[config.mk]
export PLATFORM = sky130hd
export DESIGN_NAME = pll_lock_supervisor
export DESIGN_NICKNAME = d
export VERILOG_FILES = /design/src/rtl/pll_lock_supervisor.sv
export SDC_FILE = /design/constraint.sdc
export NUM_CORES = 1
export LEC_CHECK = 0
export ABC_AREA = 1
export CAP_MARGIN = 10
export CELL_PAD_IN_SITES_DETAIL_PLACEMENT = 0
export CELL_PAD_IN_SITES_GLOBAL_PLACEMENT = 1
export CORE_MARGIN = 3
export CORE_UTILIZATION = 48
export CTS_BUF_LIST = sky130_fd_sc_hd__clkbuf_4 sky130_fd_sc_hd__clkbuf_8
export DETAILED_ROUTE_END_ITERATION = 7
export GPL_ROUTABILITY_DRIVEN = 0
export GPL_TIMING_DRIVEN = 1
export PLACE_DENSITY_LB_ADDON = 0.1
export SYNTH_ARGS = -nofsm -noshare
export SYNTH_HDL_FRONTEND = slang
export SYNTH_SLANG_ARGS = --single-unit
export TNS_END_PERCENT = 100
[constraint.sdc]
create_clock -name clock_in -period 2.75 [get_ports clock_in]
set_input_delay 0.275 -clock clock_in [delete_from_list [all_inputs] [get_ports clock_in]]
set_output_delay 0.275 -clock clock_in [all_outputs]
set_load 0.01 [all_outputs]
[src/rtl/pll_lock_supervisor.sv]
// rtl/pll_lock_supervisor.sv - PLL lock supervisor generating a filtered, held reset for clock_in logic
module pll_lock_supervisor #(
  parameter int LOCK_WAIT     = 16000,
  parameter int GLITCH_FILTER = 4,
  parameter int RESET_HOLD    = 8
) (
  input  logic       clock_in,
  input  logic       resetn,
  input  logic       locked,
  input  logic       sw_reset,
  input  logic       clear_cnt,
  output logic       rst_out_n,
  output logic       ready,
  output logic [7:0] lock_loss_cnt,
  output logic [1:0] status
);

  // Stable counter runs 0..LOCK_WAIT-1, hold counter 0..RESET_HOLD-1.
  // Filter counter is one bit wider than strictly needed so that the
  // incremented value can reach GLITCH_FILTER without wrapping.
  localparam int STAB_W = (LOCK_WAIT > 1) ? $clog2(LOCK_WAIT) : 1;
  localparam int FILT_W = $clog2(GLITCH_FILTER + 1);
  localparam int HOLD_W = (RESET_HOLD > 1) ? $clog2(RESET_HOLD) : 1;

  localparam logic [STAB_W-1:0] STAB_LAST = STAB_W'(LOCK_WAIT - 1);
  localparam logic [FILT_W-1:0] FILT_TRIP = FILT_W'(GLITCH_FILTER);
  localparam logic [HOLD_W-1:0] HOLD_LAST = HOLD_W'(RESET_HOLD - 1);

  typedef enum logic [1:0] {
    ST_WAIT_LOCK = 2'd0,
    ST_STABILIZE = 2'd1,
    ST_RUN       = 2'd2,
    ST_LOST      = 2'd3
  } state_t;

  state_t              state_q;
  state_t              state_d;
  logic                sync_q1;
  logic                locked_s;
  logic [STAB_W-1:0]   stab_q;
  logic [STAB_W-1:0]   stab_d;
  logic [FILT_W-1:0]   filt_q;
  logic [FILT_W-1:0]   filt_d;
  logic [FILT_W-1:0]   filt_inc;
  logic [HOLD_W-1:0]   hold_q;
  logic [HOLD_W-1:0]   hold_d;
  logic                loss_inc;
  logic                rst_q;
  logic                ready_q;
  logic [7:0]          loss_cnt_q;

  // Two-flop synchroniser; locked_s is the only view of locked used anywhere.
  always_ff @(posedge clock_in or negedge resetn) begin
    if (!resetn) begin
      sync_q1  <= 1'b0;
      locked_s <= 1'b0;
    end else begin
      sync_q1  <= locked;
      locked_s <= sync_q1;
    end
  end

  // State and counter registers.
  always_ff @(posedge clock_in or negedge resetn) begin
    if (!resetn) begin
      state_q <= ST_WAIT_LOCK;
      stab_q  <= '0;
      filt_q  <= '0;
      hold_q  <= '0;
    end else begin
      state_q <= state_d;
      stab_q  <= stab_d;
      filt_q  <= filt_d;
      hold_q  <= hold_d;
    end
  end

  // Next-state logic: qualify lock, filter glitches in RUN, hold in LOST.
  always_comb begin
    state_d  = state_q;
    stab_d   = stab_q;
    filt_d   = filt_q;
    hold_d   = hold_q;
    loss_inc = 1'b0;
    filt_inc = filt_q + 1'b1;
    case (state_q)
      ST_WAIT_LOCK: begin
        stab_d = '0;
        filt_d = '0;
        hold_d = '0;
        if (locked_s) begin
          state_d = ST_STABILIZE;
        end
      end
      ST_STABILIZE: begin
        if (!locked_s) begin
          state_d = ST_WAIT_LOCK;
          stab_d  = '0;
        end else if (stab_q == STAB_LAST) begin
          state_d = ST_RUN;
          stab_d  = '0;
          filt_d  = '0;
        end else begin
          stab_d = stab_q + 1'b1;
        end
      end
      ST_RUN: begin
        if (!locked_s) begin
          if (filt_inc == FILT_TRIP) begin
            // Filtered loss: counted even if sw_reset arrives on the same edge.
            loss_inc = 1'b1;
            state_d  = ST_LOST;
            filt_d   = '0;
            hold_d   = '0;
          end else begin
            filt_d = filt_inc;
          end
        end else begin
          filt_d = '0;
        end
        if (sw_reset) begin
          state_d = ST_LOST;
          filt_d  = '0;
          hold_d  = '0;
        end
      end
      ST_LOST: begin
        // locked_s is deliberately ignored while the hold time runs out.
        if (hold_q == HOLD_LAST) begin
          state_d = ST_WAIT_LOCK;
          hold_d  = '0;
        end else begin
          hold_d = hold_q + 1'b1;
        end
      end
      default: begin
        state_d = ST_WAIT_LOCK;
      end
    endcase
  end

  // Reset-out and ready flops track entry to and exit from RUN with no decode after the flop.
  always_ff @(posedge clock_in or negedge resetn) begin
    if (!resetn) begin
      rst_q   <= 1'b0;
      ready_q <= 1'b0;
    end else begin
      rst_q   <= (state_d == ST_RUN);
      ready_q <= (state_d == ST_RUN);
    end
  end

  // Saturating lock-loss counter; clear wins over a simultaneous increment.
  always_ff @(posedge clock_in or negedge resetn) begin
    if (!resetn) begin
      loss_cnt_q <= 8'd0;
    end else if (clear_cnt) begin
      loss_cnt_q <= 8'd0;
    end else if (loss_inc && (loss_cnt_q != 8'hFF)) begin
      loss_cnt_q <= loss_cnt_q + 8'd1;
    end
  end

  assign rst_out_n     = rst_q;
  assign ready         = ready_q;
  assign lock_loss_cnt = loss_cnt_q;
  assign status        = state_q;

endmodule

* Word-level counts from Yosys, hierarchy flattened *
Cells that the tools add are included.

word-level totals
  memories = 0
  latch bits = 0
  bits of input ports = 5
  word-level logic and storage cells = 59
  output and inout port bits = 12
  register bits = 33
  bits in read-only memories = 0
  bits in writable memories = 0

cells by class
  equal/unequal tests = 12
  divide/modulo/power cells = 0
  order comparisons = 0
  shifts and indexed selects = 0
  $mul = 0
  reductions and logical operators = 8
  mux-type cells = 27
  add/subtract/negate cells = 4
  bitwise operators = 0

operators by type and width
  cell                   count
  $mux 14                2
  $pmux 14 s2            1
  $mux 3                 9
  $pmux 3 s3             2
  $mux 8                 2
  $add 14x1->14 const B  1
  $eq 14x14->1 const B   1
  $mux 2                 7
  $add 8x1->8 const B    1
  $ne 8x8->1 const B     1
  $pmux 2 s4             1
  $add 3x1->3 const B    2
  $eq 2x2->1 const B     3
  $eq 3x3->1 const B     2
  $ne 3x3->1 const B     2
  $reduce_and 3->1       2
  $reduce_bool 3->1      2
  $ne 2x2->1 const B     2
  $reduce_bool 2->1      2
  $mux 1                 3
  $eq 2x1->1 const B     1
  $logic_not 2->1        1
  $logic_and 1x1->1      1

* Longest topological paths before layout *
Gate-level depths: netlist (run 1).

  depth after elaboration = 8
  mapped depth = 10
  depth with buffers taken out = 10

* Least setup slack after synthesis (run 1) *
No wires, ideal clock.

  path type = register -> register
  start point = reg state_q[1] (netlist: status[1])
  end point = reg stab_q[10]
  setup slack = 1,054 ps
  required time = 2,629 ps
  clock period less this slack = 1,696 ps
  data arrival time = 1,575 ps
  path buffers = 2
  library setup time = 121 ps
  stages on the path, launching flop included = 9
  cells stage by stage = dfrtp_1 > inv_1 > ha_1 > or2_2 > clkbuf_1 > buf_2 > nand3_1 > xor2_1 > nor2_1

on the way
  cells in the longest elaborated chain, start to end = 2
  elaborated cells between the ends (all ways) = 4

RTL lines
  item                                                     line  RTL
  start: declaration                                       36    state_t state_q;
  start signal: assignment                                 71    state_q <= state_d;
  $eq 2x1->1 / $logic_not 2->1 (equally long branches)     86    case (state_q)
  $pmux 14 s2 / $reduce_bool 2->1 (equally long branches)  n/a
  end signal: assignment                                   72    stab_q <= stab_d;
  end: declaration                                         40    logic [STAB_W-1:0] stab_q;

Parallel ways exist; a longest one is shown, timed or not.
A chain may end at the register's enable or synchronous reset.

* Final worst setup path (run 1) *
  start point = reg state_q[0] (netlist: status[0])
  end point = reg loss_cnt_q[1] (netlist: lock_loss_cnt[1])

on the way
  cells in the longest elaborated chain, start to end = 4

RTL lines
  item                         line  RTL
  $eq 2x2->1                   86
  $mux 1                       86
  $logic_and 1x1->1            159   end else if (loss_inc && (loss_cnt_q != 8'hFF)) begin
  $reduce_bool 2->1 (no line)  n/a
  end signal: assignment       160   loss_cnt_q <= loss_cnt_q + 8'd1;
  end: declaration             50    logic [7:0] loss_cnt_q;

Every way passes these cells.

==> results of run 1 <==
cell usage in the layout (no fill, tap or decap), drive strengths merged, types with 2 or more instances in the layout:
cell type / synthesis / routed
a21oi: 4 / 4
clkbuf: 1 / 7
clkdlybuf4s50: 0 / 16
dfrtp: 33 / 33
ha: 10 / 10
inv: 25 / 25
nand2: 50 / 50
nand3: 35 / 35
nand3b: 4 / 4
nand4: 4 / 4
nor2: 27 / 27
nor3: 2 / 2
o21ai: 14 / 14
xor2: 11 / 11
stage by stage:
stage / cells / worst slack [ns] / hold slack [ns]
2_1_floorplan: 230 / 1.05 / -0.0206
3_3_place_gp: 291 / 0.922 / 0.336
3_5_place_dp: 291 / 0.900 / 0.335
4_1_cts: 298 / 0.877 / 0.349
5_1_grt: 298 / 0.681 / 0.369
6_report: 298 / 0.876 / 0.347
area by class of cell:
class | instances | share of cell area (%)
tap | 48 | 2.77
inverter | 25 | 4.33
multi-input combinational | 168 | 43.0
sequential | 33 | 38.1
clock buffer | 7 | 4.15
timing repair buffer | 17 | 7.73
layer usage:
layer	global-route usage [%]	part of all wire, %	wire length [um]	up-vias
met4	7.94	1.9	70	0
met5	0	0	0	-
met1	23.9	48	1750	731
met3	5.75	4.4	159	8
met2	26.0	46	1660	29
li1	-	-	-	789
flip-flops by register name, indices dropped and copies added (netlist names):
name	count
filt_q	3
lock_loss_cnt	8
stab_q	14
sync_q1	1
locked_s	1
status	2
ready	1
hold_q	3
worst reg2reg max path, cell delays in order, from the launching register on:
cell                      delay, ns
sky130_fd_sc_hd__dfrtp_1       0.43
sky130_fd_sc_hd__inv_1         0.12
sky130_fd_sc_hd__ha_1          0.28
sky130_fd_sc_hd__inv_1         0.09
sky130_fd_sc_hd__nor2_1        0.16
sky130_fd_sc_hd__nand4_2       0.26
sky130_fd_sc_hd__inv_1         0.30
sky130_fd_sc_hd__nand3_1       0.10
sky130_fd_sc_hd__nand2_1       0.08
cells by family (layout without fill, tap and decap cells):
kind of cell / Yosys count / in the layout / share of synthesized area, %
AND/OR/NAND/NOR: 124 / 124 / 30.9
flip-flops: 33 / 33 / 44.1
adder cells (fa/ha/maj): 10 / 10 / 6.68
XOR/XNOR: 12 / 12 / 5.61
AO/OA/AOI/OAI: 22 / 22 / 6.62
buffers and inverters: 29 / 49 / 6.08
path summary, 6_finish.rpt:
check / slack (ns) / end / depth (start not counted) / from
max: 0.88 / lock_loss_cnt[1] / 8 / status[0]
min: 0.35 / locked_s / 0 / sync_q1
max reg2reg: 0.88 / lock_loss_cnt[1] / 8 / status[0]
min reg2reg: 0.35 / locked_s / 0 / sync_q1
max in group asynchronous: 2.05 / stab_q[8] / 2 / resetn
min in group asynchronous: 0.40 / hold_q[0] / 2 / resetn
power by group:
part	switching, mW	internal [mW]	total, mW
Sequential	0.0249	0.508	0.533
Combinational	0.187	0.0829	0.270
Clock	0.164	0.208	0.372
Total	0.376	0.799	1.18
==> metrics.log, run 1 <==
INFO  metric netlist.top_cell.by_area = sky130_fd_sc_hd__dfrtp_1
INFO  metric finalWirelength = 3.65 mm
INFO  metric floorplan.io_pins = 17
INFO  metric cts_buffers = 5
INFO  metric area.growth.synth_to_final = 15.9%
INFO  metric timing.critical_path.from_type = flop
INFO  metric finish.net_count = 265
INFO  metric core-area = 3720 um2
INFO  metric critPathBufInv = 3
INFO  metric vias_in_the_first_global_route = 1421
INFO  metric slew_headroom = 66.6%
INFO  metric p_leak = 1.07 nW
INFO  metric run_status = finished clean
INFO  metric core.rowCount = 22
INFO  metric cts.repair_timing.setup_buffer_count = 0
INFO  metric grt_overflow_total = 0
INFO  metric critPathRequiredTime = 2.97 ns
INFO  metric multiInputGateArea = 932 um2
INFO  metric htreeDepth = 2
INFO  metric num_vias = 1557
INFO  metric timing.final.crit_period = 1.87 ns
INFO  metric route.detailed.wl_per_inst = 12.2 um
INFO  metric place_area = 2080 um2
INFO  metric dieArea = 4680 um2
INFO  metric maxSlewViolCount = 0
INFO  metric synth.lib_cells_used.distinct = 29
INFO  metric crit_family = simple AND/OR/NAND/NOR gates
INFO  metric die_w = 68.4 um
INFO  metric pin_count_of_the_biggest_net_entering_global_routing = 34
INFO  metric synth.most_common_cell = sky130_fd_sc_hd__nand2_1
INFO  metric crit_path_frequent_cell = sky130_fd_sc_hd__inv_1
INFO  metric synth_seq_area_share = 44.1%
INFO  metric unrepaired_setup_endpoints_after_global_routing = false
INFO  metric hold_violations = 0
INFO  metric post-route-drc-count = 0
INFO  metric grt_pass1_wl = 6.15 mm
INFO  metric yosys-top-cells-area = sky130_fd_sc_hd__dfrtp_1 (44%), sky130_fd_sc_hd__nand3_1 (9.4%), sky130_fd_sc_hd__nand2_1 (9.0%)
INFO  metric root_buffer = sky130_fd_sc_hd__clkbuf_8
INFO  metric detailedRoute.firstIterationViolations = 117
INFO  metric worstPathCellList = inv_1, ha_1, inv_1, nor2_1, nand4_2, inv_1, nand3_1, nand2_1
INFO  metric layout_worst_path_cycle_share = 68.1%
INFO  metric place_hpwl = 2.63 mm
INFO  metric critical_path.slowest_cell = sky130_fd_sc_hd__dfrtp_1
INFO  metric drv.max_cap_violation_count = 0
INFO  metric synth.avg_cell_area = 8.14 um2
INFO  metric netlist_area = 1870 um2
INFO  metric cts.sink_count = 33
INFO  metric layout.cell_area.non_filler = 2170 um2
INFO  metric drt-pass1-iter-count = 4
INFO  metric path_clk_slew = 0.06 ns
INFO  metric layout_cell_share_with_drive_strength_beyond_1 = 7.60%
INFO  metric yosys_register_bits = 33
INFO  metric route.detailed.vias_per_inst = 5.22
INFO  metric clock.fmax = 534 MHz
INFO  metric yosysWarningCount = 0
INFO  metric dieHeight = 68.4 um
INFO  metric setup-tns-final = 0 ns
INFO  metric regArea = 826 um2
INFO  metric worstHoldPathType = flop to flop
INFO  metric postSynth.asyncResetShare = 100%
INFO  metric worst_slew_pin_slew = 0.498 ns
INFO  metric yosys-top-cells-count = sky130_fd_sc_hd__nand2_1 (45), sky130_fd_sc_hd__nand3_1 (35), sky130_fd_sc_hd__dfrtp_1 (33)
INFO  metric route.antenna.remaining_nets = 0
INFO  metric syn-num-nets = 245
INFO  metric worstPathArrival = 2.09 ns
INFO  metric fillCellCount = 337
INFO  metric synthCells = 230
INFO  metric power.total = 1.18 mW
INFO  metric post-synth-top-area-fraction = 44.1%
INFO  metric ys_dominant_reg_cell = sky130_fd_sc_hd__dfrtp_1
INFO  metric worstSkewPairLatency = 0.28 ns
INFO  metric ir_drop = 0.000346 V
INFO  metric crit_path_max_incr_delay = 0.43 ns
INFO  metric cts_tree = built
INFO  metric cts-hold-fix-buffers = 0
INFO  metric antenna-diode-count = 0
INFO  metric cts_resized = 0
INFO  metric powerDensity = 542 nW/um2
INFO  metric grt_use_total = 17.8%
INFO  metric buffer_ports.inserted = 16
INFO  metric synth-edff-count = 0
INFO  metric floorplan.initialDensity = 50.4%
INFO  metric worst-path-max-fanout = 9
INFO  metric antenna_found_initial = 0
INFO  metric cts_buffer_depth = 2
INFO  metric critPathKind = flop to flop
INFO  metric critPathCaptureType = flop
INFO  metric worst_clock_skew = 0.00637 ns
INFO  metric fin_util = 58.4%
INFO  metric total_of_endpoints_with_negative_setup_slack_in_the_final_report = 0
No activity file was read; power rests on OpenSTA's default activity.
==> run 2: changes to the inputs <==
- CORE_UTILIZATION: 48 -> 40
- clock period: 2.75 -> 1.65 ns (I/O delays scaled with it)
==> metrics.log, run 2 (synthesis results as in run 1) <==
INFO  metric run_status = finished clean
INFO  metric grt_use_total = 16.0% (-1.8 points)
INFO  metric worst-path-max-fanout = 5 (-4)
INFO  metric cts-hold-fix-buffers = 0 (unchanged)
INFO  metric timing.final.crit_period = 1.51 ns (-0.359 ns)
INFO  metric grt_overflow_total = 0 (unchanged)
INFO  metric core.rowCount = 24 (+9.1%)
INFO  metric layout_worst_path_cycle_share = 91.8% (+24 points)
INFO  metric route.detailed.wl_per_inst = 12.1 um (-1.0%)
INFO  metric hold_violations = 0 (unchanged)
INFO  metric buffer_ports.inserted = 16 (unchanged)
INFO  metric sequentialPowerShare = 39.3% (-6.0 points)
INFO  metric ir_drop = 0.000514 V (+48%)
INFO  metric dieArea = 5540 um2 (+18%)
INFO  metric clock.fmax = 660 MHz (+24%)
INFO  metric pin_count_of_the_biggest_net_entering_global_routing = 34 (unchanged)
INFO  metric num_vias = 1583 (+1.7%)
INFO  metric most-common-layout-cells = sky130_fd_sc_hd__nand2_1 (43), sky130_fd_sc_hd__nand3_1 (33), sky130_fd_sc_hd__dfrtp_1 (31), sky130_fd_sc_hd__nor2_1 (24), sky130_fd_sc_hd__inv_1 (20)
INFO  metric post-route-drc-count = 0 (unchanged)
INFO  metric drt-pass1-iter-count = 4 (unchanged)
INFO  metric critPathKind = flop to flop
INFO  metric p_switching = 0.680 mW (+81%)
INFO  metric internal-power = 1.58 mW (+97%)
INFO  metric worstHoldPathType = input port to async pin
INFO  metric floorplan.io_pins = 17 (unchanged)
INFO  metric slew_headroom = 71.3% (+4.8 points)
INFO  metric routed-wl-met3 = 94 um (-41%)
INFO  metric power.switching_fraction = 30.1% (-1.9 points)
INFO  metric wl_met2 = 1.95 mm (+17%)
INFO  metric vias_in_the_first_global_route = 1535 (+8.0%)
INFO  metric cts_buffers = 5 (unchanged)
INFO  metric total_of_endpoints_with_negative_setup_slack_in_the_final_report = 0 (unchanged)
INFO  metric max_flop_register = stab_q
INFO  metric dieHeight = 74.4 um (+8.7%)
INFO  metric power.total = 2.26 mW (+92%)
INFO  metric largest_register_ffs = 14 (unchanged)
INFO  metric place_hpwl = 2.87 mm (+9.0%)
INFO  metric worstPathArrival = 1.68 ns (-0.41 ns)
INFO  metric path_clk_slew = 0.07 ns (about the same)
INFO  metric cts_tree = built
INFO  metric grt_pass1_wl = 6.86 mm (+12%)
INFO  metric power_frac_clock = 35.6% (+3.9 points)
INFO  metric route.antenna.remaining_nets = 0 (unchanged)
INFO  metric critPathCaptureType = flop
INFO  metric p_leak = 1.16 nW (+9.2%)
INFO  metric combinational_share_of_power = 25.0% (+2.0 points)
INFO  metric detailedRoute.firstIterationViolations = 50 (-57%)
INFO  metric antenna_found_initial = 0 (unchanged)
INFO  metric route.detailed.vias_per_inst = 4.93 (-5.6%)
INFO  metric timing.critical_path.from_type = flop
INFO  metric htreeDepth = 2 (unchanged)
INFO  metric floorplan.initialDensity = 42.1% (-8.3 points)
INFO  metric worst_clock_skew = 0.00617 ns (-0.000200 ns)
INFO  metric finish.net_count = 283 (+6.8%)
INFO  metric antenna-diode-count = 0 (unchanged)
INFO  metric worstSkewPairLatency = 0.28 ns (about the same)
INFO  metric fin_util = 54.0% (-4.4 points)
INFO  metric die_w = 74.4 um (+8.7%)
INFO  metric critPathRequiredTime = 1.82 ns (-1.15 ns)
INFO  metric worst_slew_pin_slew = 0.430 ns (-0.0675 ns)
INFO  metric m1WireLength = 1.81 mm (+3.1%)
INFO  metric layout_cell_share_with_drive_strength_beyond_1 = 20.4% (+13 points)
INFO  metric cts_buffer_depth = 2 (unchanged)
INFO  metric root_buffer = sky130_fd_sc_hd__clkbuf_8
INFO  metric area.growth.synth_to_final = 28.2%
INFO  metric finalWirelength = 3.89 mm (+6.6%)
INFO  metric mostFrequentLayoutCell = sky130_fd_sc_hd__nand2_1
INFO  metric routed.top_layer = met4
INFO  metric core-area = 4440 um2 (+20%)
INFO  metric maxSlewViolCount = 0 (unchanged)
INFO  metric powerDensity = 940 nW/um2 (+74%)
INFO  metric cts.sink_count = 33 (unchanged)
INFO  metric drv.max_cap_violation_count = 0 (unchanged)
## run 2: cell count changes in the layout (fill, tap and decap cells not counted), sizes merged
cell    before  now
buf          1   19
bufinv       0    1
## run 2: repair_timing
action | CTS | global route
pin swaps | 0 | 5
setup endpoints to repair | 3 | 21
gates resized for setup | 1 | 17
buffers inserted | 0 | 3
## run 2: path summary, 6_finish.rpt
path / start / endpoint / slack [ns] / cells past startpoint
setup / recovery: status[1] / status[1] / 0.14 / 9
hold / removal: resetn / hold_q[2] / 0.29 / 2
setup reg to reg: status[1] / status[1] / 0.14 / 9
hold reg to reg: sync_q1 / locked_s / 0.35 / 0
max in group asynchronous: resetn / status[1] / 1.02 / 2
min in group clock_in: locked / sync_q1 / 0.33 / 1
## run 2: critical path: stages (launching register included)
cell	delay, ns
sky130_fd_sc_hd__dfrtp_2	0.42
sky130_fd_sc_hd__inv_2	0.06
sky130_fd_sc_hd__ha_1	0.19
sky130_fd_sc_hd__buf_4	0.15
sky130_fd_sc_hd__nand2_2	0.08
sky130_fd_sc_hd__nand2_1	0.07
sky130_fd_sc_hd__a21oi_2	0.13
sky130_fd_sc_hd__nand2_1	0.08
sky130_fd_sc_hd__a21oi_2	0.18
sky130_fd_sc_hd__inv_1	0.05
## run 2: final cells by class
cell class              count  area (um2)
clock buffers               7        90.1
clock inverters             1        30.0
fillers                   418        2040
inverters                  25        93.8
multi-input cells         168         990
flip-flops and latches     33         828
well taps                  52        65.1
repair buffers             35         303
## run 2: routing by layer
metal / GRT usage [%] / vias up
met4: 4.74 / 0
met1: 20.3 / 736
met5: 0 / -
met3: 3.65 / 4
met2: 27.2 / 15
li1: - / 828
## run 2: metrics by stage
stage / hold slack [ns] / setup slack, ns / cells / TNS, ns / instance area [um2]
finish: 0.294 / 0.136 / 321 / 0 / 2400
global route: 0.322 / -0.00207 / 321 / -0.00254 / 2400
CTS: 0.303 / 0.0354 / 318 / 0 / 2320
detailed placement: 0.335 / 0.00187 / 310 / 0 / 2200
global placement: 0.332 / 0.0590 / 310 / 0 / 2200
floorplan: -0.131 / 0.0105 / 230 / 0 / 1870
## run 2: power by group through the flow
stage	clock network (mW)	logic, mW	registers, mW
floorplan	0	0.323	0.904
global placement	0	0.490	0.903
detailed placement	0	0.489	0.905
CTS	0.839	0.502	0.889
global route	0.875	0.641	0.892
finish	0.804	0.565	0.888
